## src/rtl/node_backprop_serial.sv

```systemverilog
// node_backprop_serial: ReLU-gated backward pass that streams dA_i = g*W_i and dW_i = g*A_i one pair per handshake
module float_mult (
  input  logic [31:0] a,
  input  logic [31:0] b,
  output logic [31:0] y
);
  logic [47:0] p;
  logic [22:0] m;
  logic        g, s, up;
  logic [9:0]  e;
  logic [32:0] r;
  // round-to-nearest-even; zero/subnormal inputs and underflow flush to signed zero, overflow saturates to inf
  always_comb begin
    p  = {1'b1, a[22:0]} * {1'b1, b[22:0]};
    m  = p[47] ? p[46:24] : p[45:23];
    g  = p[47] ? p[23] : p[22];
    s  = p[47] ? |p[22:0] : |p[21:0];
    up = g & (s | m[0]);
    e  = {2'b0, a[30:23]} + {2'b0, b[30:23]} - 10'd127 + {9'b0, p[47]};
    r  = {e, m} + {32'b0, up};
    y  = (a[30:23] == 8'd0 || b[30:23] == 8'd0 || r[32] || r[32:23] == 10'd0) ? {a[31] ^ b[31], 31'b0}
       : (r[31:23] >= 9'd255) ? {a[31] ^ b[31], 8'hff, 23'b0}
       : {a[31] ^ b[31], r[30:0]};
  end
endmodule

module node_backprop_serial #(
  parameter int                  N_IN    = 5,
  parameter logic [32*N_IN-1:0]  WEIGHTS = '0,
  parameter int                  IDXW    = $clog2(N_IN)
) (
  input  logic                 clk,
  input  logic                 rst,
  input  logic                 in_valid,
  output logic                 in_ready,
  input  logic [31:0]          grad_in,
  input  logic [31:0]          z_in,
  input  logic [32*N_IN-1:0]   act_in,
  output logic                 out_valid,
  input  logic                 out_ready,
  output logic [IDXW-1:0]      out_idx,
  output logic [31:0]          dA_out,
  output logic [31:0]          dW_out,
  output logic                 out_last
);
  localparam logic [1:0] IDLE = 2'd0;
  localparam logic [1:0] CALC = 2'd1;
  localparam logic [1:0] EMIT = 2'd2;
  localparam logic [N_IN-1:0][31:0] W = WEIGHTS;
  logic [1:0]             state;
  logic [IDXW-1:0]        idx;
  logic                   open_q, open_in;
  logic [31:0]            g, ma, mw;
  logic [N_IN-1:0][31:0]  act_q;
  assign open_in   = !z_in[31] && z_in[30:0] != 31'd0;
  assign in_ready  = state == IDLE && !rst;
  assign out_valid = state == EMIT;
  float_mult u_da (.a(g), .b(W[idx]),     .y(ma));
  float_mult u_dw (.a(g), .b(act_q[idx]), .y(mw));
  always_ff @(posedge clk) begin
    if (rst) begin
      state    <= IDLE;
      idx      <= '0;
      open_q   <= 1'b0;
      g        <= '0;
      act_q    <= '0;
      dA_out   <= '0;
      dW_out   <= '0;
      out_idx  <= '0;
      out_last <= 1'b0;
    end else if (state == IDLE && in_valid) begin
      act_q  <= act_in;
      open_q <= open_in;
      g      <= open_in ? grad_in : 32'h0;
      idx    <= '0;
      state  <= CALC;
    end else if (state == CALC) begin
      dA_out   <= open_q ? ma : 32'h0;
      dW_out   <= open_q ? mw : 32'h0;
      out_idx  <= idx;
      out_last <= idx == IDXW'(N_IN - 1);
      state    <= EMIT;
    end else if (state == EMIT && out_ready) begin
      state <= out_last ? IDLE : CALC;
      idx   <= out_last ? idx : idx + 1'b1;
    end
  end
endmodule

```

## config.mk

```make
export PLATFORM = sky130hd
export DESIGN_NAME = node_backprop_serial
export DESIGN_NICKNAME = d
export VERILOG_FILES = /design/src/rtl/node_backprop_serial.sv
export SDC_FILE = /design/constraint.sdc
export NUM_CORES = 2
export LEC_CHECK = 0
export ABC_CLOCK_PERIOD_IN_PS = 12700
export CAP_MARGIN = 15
export CORE_MARGIN = 2
export CORE_UTILIZATION = 35
export DETAILED_ROUTE_END_ITERATION = 10
export SYNTH_ARGS = -nofsm -noshare
export SYNTH_HDL_FRONTEND = slang
export SYNTH_SLANG_ARGS = --single-unit
```

## constraint.sdc

```tcl
create_clock -name clk -period 12.7 [get_ports clk]
set_input_delay 2.54 -clock clk [delete_from_list [all_inputs] [get_ports clk]]
set_output_delay 2.54 -clock clk [all_outputs]
set_load 0.01 [all_outputs]
```

# [Word level (Yosys, flattened, before mapping)]
# Memory sizes are Yosys's and may differ from the RTL's. A register that Yosys moved wholly into a read port is not among the register bits.
# Cells that the tools add are included.
[totals] romBits=256 inputBits=228 memories=1 out_inout_bits=70 word_cells=91 regBits=266
[memory_table] name="(name not given)" depth=8 width=32 rd=1 rd_ports_with_merged_regs=1 write_ports=0 line_no="58" rtl="float_mult u_da (.a(g), .b(W[idx]), .y(ma));"
[op_classes] addsub=9 bitwise=9 reduce_logical=28 order_cmp=3 n_eq_ne=3 n_mux=22 mul=2
[op_table] op="two-way mux 32 bit" count=5
[op_table] op="two-way mux 31 bit" count=4
[op_table] op="binary-select mux 32 bit (select 3 bit)" count=1
[op_table] op="multiplier 24 x 24 -> 48 bit" count=2
[op_table] op="adder 33 x 1 -> 33 bit" count=2
[op_table] op="two-way mux 23 bit" count=2
[op_table] op="OR reduction 23 bit" count=2
[op_table] op="OR reduction 22 bit" count=2
[op_table] op="nonzero test 31 bit" count=1
[op_table] op="zero test 8 bit" count=3
[op_table] op="adder 10 x 1 -> 10 bit" count=2
[op_table] op="zero test 10 bit" count=2
[op_table] op="subtractor 10 x 7 -> 10 bit, second input constant" count=2
[op_table] op="adder 8 x 8 -> 9 bit" count=2
[op_table] op="greater-or-equal comparator 9 x 8 -> 1 bit, second input constant" count=2
[op_table] op="logical OR 1 bit" count=6
[op_table] op="two-way mux 1 bit" count=6
[op_table] op="two-way mux 3 bit" count=2
[op_table] op="logical AND 1 bit" count=4
[op_table] op="less-than comparator 3 x 4 -> 1 bit, second input constant" count=1
[op_table] op="two-way mux 2 bit" count=2
[op_table] op="adder 3 x 1 -> 3 bit, second input constant" count=1
[op_table] op="equality test 3 bit, second input constant" count=1
[op_table] op="inverter 1 bit" count=3
[op_table] op="other kinds (12)" count=16

# [Logic depth before layout (Yosys ltp)]
[depth] depth_word=12 ltp_mapped=50 ltp_nobuf=41

# [Modules after synthesis]
# From an unflattened synthesis, not the netlist that was laid out.
[unflattened] cells_unflattened=6193 hier_area_um2=53899.2
[by_module_without_submodules] module="float_mult (u_da)" area_each_um2=22247.6 seq_area_each_um2=0.0 instances=1 cells_per_inst=2639
[by_module_without_submodules] module="float_mult (u_dw)" area_each_um2=21846.0 seq_area_each_um2=0.0 instances=1 cells_per_inst=2634
[by_module_without_submodules] module="node_backprop_serial" area_each_um2=9805.7 seq_area_each_um2=5325.1 instances=1 cells_per_inst=920

# [Worst setup path before layout]
# OpenSTA, ideal clock, no wires.
[synth_path] path_type="reg2reg" start="register idx[1]" end="register dW_out[10]" path_buffers=9 setup_time_ps=84 t_arrival_ps=11986 slack_ps=629 t_required_ps=12616 stages_incl_launch_ff=47 period_less_slack_ps=12071 path_cell_list="dfxtp_1 clkbuf_1 buf_1 buf_1 mux4_2 a22oi_1 clkbuf_1 nor2b_1 fa_1 fa_1 inv_1 fa_1 inv_1 fa_1 inv_1 fa_1 inv_1 fa_1 [11 not listed] clkinv_1 clkbuf_1 clkbuf_1 clkbuf_1 nand2_1 o21ai_0 ha_1 nand2b_1 mux2_2 nand4bb_1 a211oi_2 o2111ai_4 or4_4 a31oi_4 and2_2 o31ai_4 buf_6 o31ai_2"
[synth_between] elab_chain_cells=12 word_cells_on_any_way=23 classes_between="add/sub (4); mul (1); order compare (1); mux (8); bitwise (2); reduce/logical (7)"
[synth_rtl] element="start, declared" line_no="51" rtl="logic [IDXW-1:0] idx;"
[synth_rtl] element="start signal, assigned" line_no="85" rtl="idx <= out_last ? idx : idx + 1'b1;"
[synth_rtl] element="binary-select mux 32 bit (select 3 bit) (*)" line_no="59" rtl="float_mult u_dw (.a(g), .b(act_q[idx]), .y(mw));"
[synth_rtl] element="two-way mux 32 bit (implied by the code) (*)" line_no="59"
[synth_rtl] element="parallel branches: the longest is 8 deep, another holds multiplier 24 x 24 -> 48 bit"
[synth_rtl] element="two-way mux 31 bit (*)" line_no="21" rtl="y = (a[30:23] == 8'd0 || b[30:23] == 8'd0 || r[32] || r[32:23] == 10'd0) ? {a[31] ^ b[31], 31'b0}"
[synth_rtl] element="two-way mux 32 bit (*)" line_no="79" rtl="dW_out <= open_q ? mw : 32'h0;"
[synth_rtl] element="end signal, assigned" line_no="79"
[synth_rtl] element="end, declared" line_no="43" rtl="output logic [31:0] dW_out,"
# Mark *: on every way between the ends. The select of a mux whose other input is x is not followed.
# A chain may end at the register's enable or synchronous reset.

# [Worst setup path after layout]
[layout_path] start="register idx[1]" end="register dW_out[0]"
# Same word-level chain as after synthesis.

==> summary.md <==
For this run, design rule violations remaining after detail routing come to 0. The source-to-sink clock delay at the later pin of the worst-skew pair was 0.62 ns; the maximum level of the CTS H-tree was 1. The power consumption is 0.00257 W. Largest family of logic cells by synthesized area: adder cells. Library cell with the highest instance count after synthesis: sky130_fd_sc_hd__nand2_1. Synthesis produced a netlist whose cell count is 3713. After clock tree synthesis, the flow added hold-fix buffers numbering 0. The post-route clock period utilization works out to 0.950. The proportion of register bits with asynchronous set or reset after synthesis works out to 0. From bottom edge to top edge, the die measures 303 um. During synthesis, Yosys emitted a total of 0 warnings. The port buffer count was 266. The run gives 109 as the site row count. The layout has 8981 filler cells. The register bit total from synthesis was 235. The startpoint of the most critical setup path was idx[1].

Subtracting the final worst setup slack from the clock period gives 12.07 ns. The first detailed-routing pass took 5 iterations. The setup skew after layout is 0.0647 ns, and the share of the synthesized netlist area taken by xor and xnor gates is 0.0206. At the worst endpoint, the arrival time is 12.55 ns.

Global placement routability congestion: 0.944. The worst hold path class is register to register. Die footprint: 0.0918 sq mm. The startpoint identified for the worst register-to-register timing path is idx[1]. Using the TritonRoute via totals, the vias-per-cell ratio works out to 5.11.

On the critical path, the stage with the largest delay is an instance of sky130_fd_sc_hd__a211oi_2. For the final number of max-transition violations, the log shows 0. Once detail routing completed, the nets flagged for antenna violations numbered 0.

The first-pass GRT wire length was 155000 um. The average cell area after synthesis came out at 8.43 sq um. The cell repeated most along the worst path is sky130_fd_sc_hd__fa_1. Dividing the detail-routed wire length by the instance count gives 19.4 um. The kind of end point of the critical path is a register.

The share of cell area taken by muxes after synthesis was 0.0290; the width of the die was 303 um. The initial detailed-routing violation count was 1675; the maximum count of clock buffers along a single path was 3. Compound-cell area share of the yosys netlist: 0.120. TritonCTS created 28 clock buffers.

The post-synthesis cell type count was 107. In this run the count of I/O pins placed on the die edge is 298. After routing the design area is 0.0361 sq mm. The highest ir drop seen on vdd came out at 102 uV. The overall routing resource usage is 0.217.

Cell taking the most area after synthesis: sky130_fd_sc_hd__fa_1. The instance count after placement with tap cells included is 5016. The flow ran to the end, and the final reports show no timing, DRC or antenna violations. The initial antenna violation count came out at 2. The half-perimeter wire length after detailed placement was 80500 um. The tools report the footprint of the multi-input gates as 0.0235 sq mm. The commonest cells after synthesis are 730 x sky130_fd_sc_hd__nand2_1, 574 x sky130_fd_sc_hd__inv_1, 483 x sky130_fd_sc_hd__fa_1, 251 x sky130_fd_sc_hd__a21oi_1, 235 x sky130_fd_sc_hd__dfxtp_1.

For the instance area at placement, the log shows 0.0351 sq mm. From synthesis to final layout, the design area changed by 15.5%. CTS placed an instance of sky130_fd_sc_hd__clkbuf_16 at the clock tree root. The delay of the slowest critical-path stage was 0.66 ns; the required time of the critical path was 13.18 ns. The nature of the critical path startpoint was a register.

The effective utilization at floorplan was 0.353; the sum of overflow across all layers after global routing was 0. Summing over every cut layer, the via total after detailed routing is 25900. The final wirelength came out at 98700 um. The critical path is of the register to register type.

The source of the worst hold timing path was act_q[114]. Setup violations remaining at the end of the flow were counted as 0. The tool flagged a number of max-cap violations equal to 0. The proportion of netlist area held by the largest area contributor works out to 0.309. Entering global routing, the biggest net connects 108 pins. The tools report the hold violation total from the final report as 0. The most used flip-flop cell after synthesis is sky130_fd_sc_hd__dfxtp_1.

For the register area, the log shows 0.00471 sq mm. The number of global-route vias before repair is 26700, and the number of nets at the end of the flow is 4785. Simple-gate share of the synthesized area: 0.191.

Ranked by total cell area, the synthesized netlist is headed by sky130_fd_sc_hd__fa_1 31%, sky130_fd_sc_hd__dfxtp_1 15%, sky130_fd_sc_hd__nand2_1 8.8%. Timing would allow up to 0.0828 GHz. The slew at the pin closest to its max-slew limit is 1.08 ns. Share of post-route cells with drive strength above 1: 0.0699. TritonCTS built the clock tree. The cell area after synthesis was 0.0313 sq mm. The clock slew seen by the registers of the worst setup and hold paths is 0.07 ns. The part of the Yosys area used for sequential elements was 0.150. Worst-case headroom to the max-slew limit: 0.281. The core region is 0.0885 sq mm. The synthesized-area fraction occupied by adder cells came out at 0.383.

The total power divided by cell area works out to 71.1 mW/mm^2. Yosys mapped a number of flops with a built-in enable equal to 0. Leaving out filler cells and counting taps, the final layout contains 5075. In this run the static leakage power is 15.7 nW.

The clock sink total was 235; the largest fanout of any net on the critical path was 23.
[power breakdown]
group          total (W)  internal, W  switching [W]
clock network   0.000829     0.000473       0.000356
registers       0.000811     0.000778      0.0000324
logic           0.000930     0.000352       0.000578
total            0.00257      0.00160       0.000967
[cell usage in the layout (no fill, tap or decap), drive strengths merged, types with 33 or more instances in the layout]
cell,count
dfxtp,235
inv,579
a22o,62
o21ai,61
ha,186
nor2b,49
and2,143
clkdlybuf4s50,265
a21oi,254
nand2,733
fa,483
nor3,44
nor2,175
xnor2,43
nand4,33
clkbuf,37
buf,91
[flip-flops by register name, indices dropped and copies added (netlist names)]
name	flops
open_q	1
act_q	160
out_last	1
out_idx	3
state	2
dW_out	32
g	32
idx	3
dA_out	1
[worst max-delay path, delay by kind of cell (launching register included)]
| family | cells | cell delay (ns) |
|---|---|---|
| compound gates | 11 | 3.24 |
| xor+xnor | 1 | 0.52 |
| flops | 1 | 0.55 |
| buf+inv | 8 | 1.29 |
| fa+ha+maj | 9 | 4.12 |
| mux | 2 | 0.83 |
| simple gates | 6 | 1.32 |
[timing repair]
action	in CTS	in global routing
setup buffers	0	7
hold endpoints to repair	0	0
gates resized for setup	0	14
setup endpoints to repair	0	24
[routing by layer]
| metal | part of all wire | GRT usage | up-vias |
|---|---|---|---|
| met3 | 0.068 | 0.0377 | 153 |
| met4 | 0.031 | 0.0606 | 2 |
| met5 | 0.00013 | 0 | - |
| met2 | 0.48 | 0.375 | 793 |
| met1 | 0.42 | 0.280 | 12900 |
| li1 | - | - | 12100 |
[final cells by class]
type,instances,area share
inverter,585,0.0612
sequential,235,0.130
tap,1165,0.0403
multi-input combinational,2682,0.649
antenna,2,0.000139
clock buffer,37,0.0214
clock inverter,13,0.00443
timing repair buffer,356,0.0928
[worst paths after layout]
check | end | slack (ns) | depth (start not counted)
worst max-delay path | dW_out[0] | 0.63 | 37
worst min register to register | act_q[114] | 0.45 | 2
worst max register to register | dW_out[0] | 0.63 | 37
worst min-delay path | act_q[114] | 0.45 | 2
[cells by family (layout without fill, tap and decap cells)]
family / Yosys count / in the layout
adders and majority gates: 669 / 669
muxes: 59 / 59
other: 1 / 33
and+or+nand+nor: 1302 / 1302
DFF: 235 / 235
AOI/OAI and AO/OA: 552 / 552
xor gates and xnor gates: 69 / 69
buffers and inverters: 826 / 991
[metrics by stage]
step	hold slack, ns	utilization	TNS, ns	setup slack, ns
finish	0.452	0.408	0	0.630
global route	0.462	0.408	-0.0377	-0.0274
CTS	0.454	0.407	0	0.133
detailed placement	0.444	0.396	0	0.245
global placement	0.440	0.396	0	0.332
floorplan	0.433	-	0	0.629
Note: power is estimated with default switching activity, not from simulation.
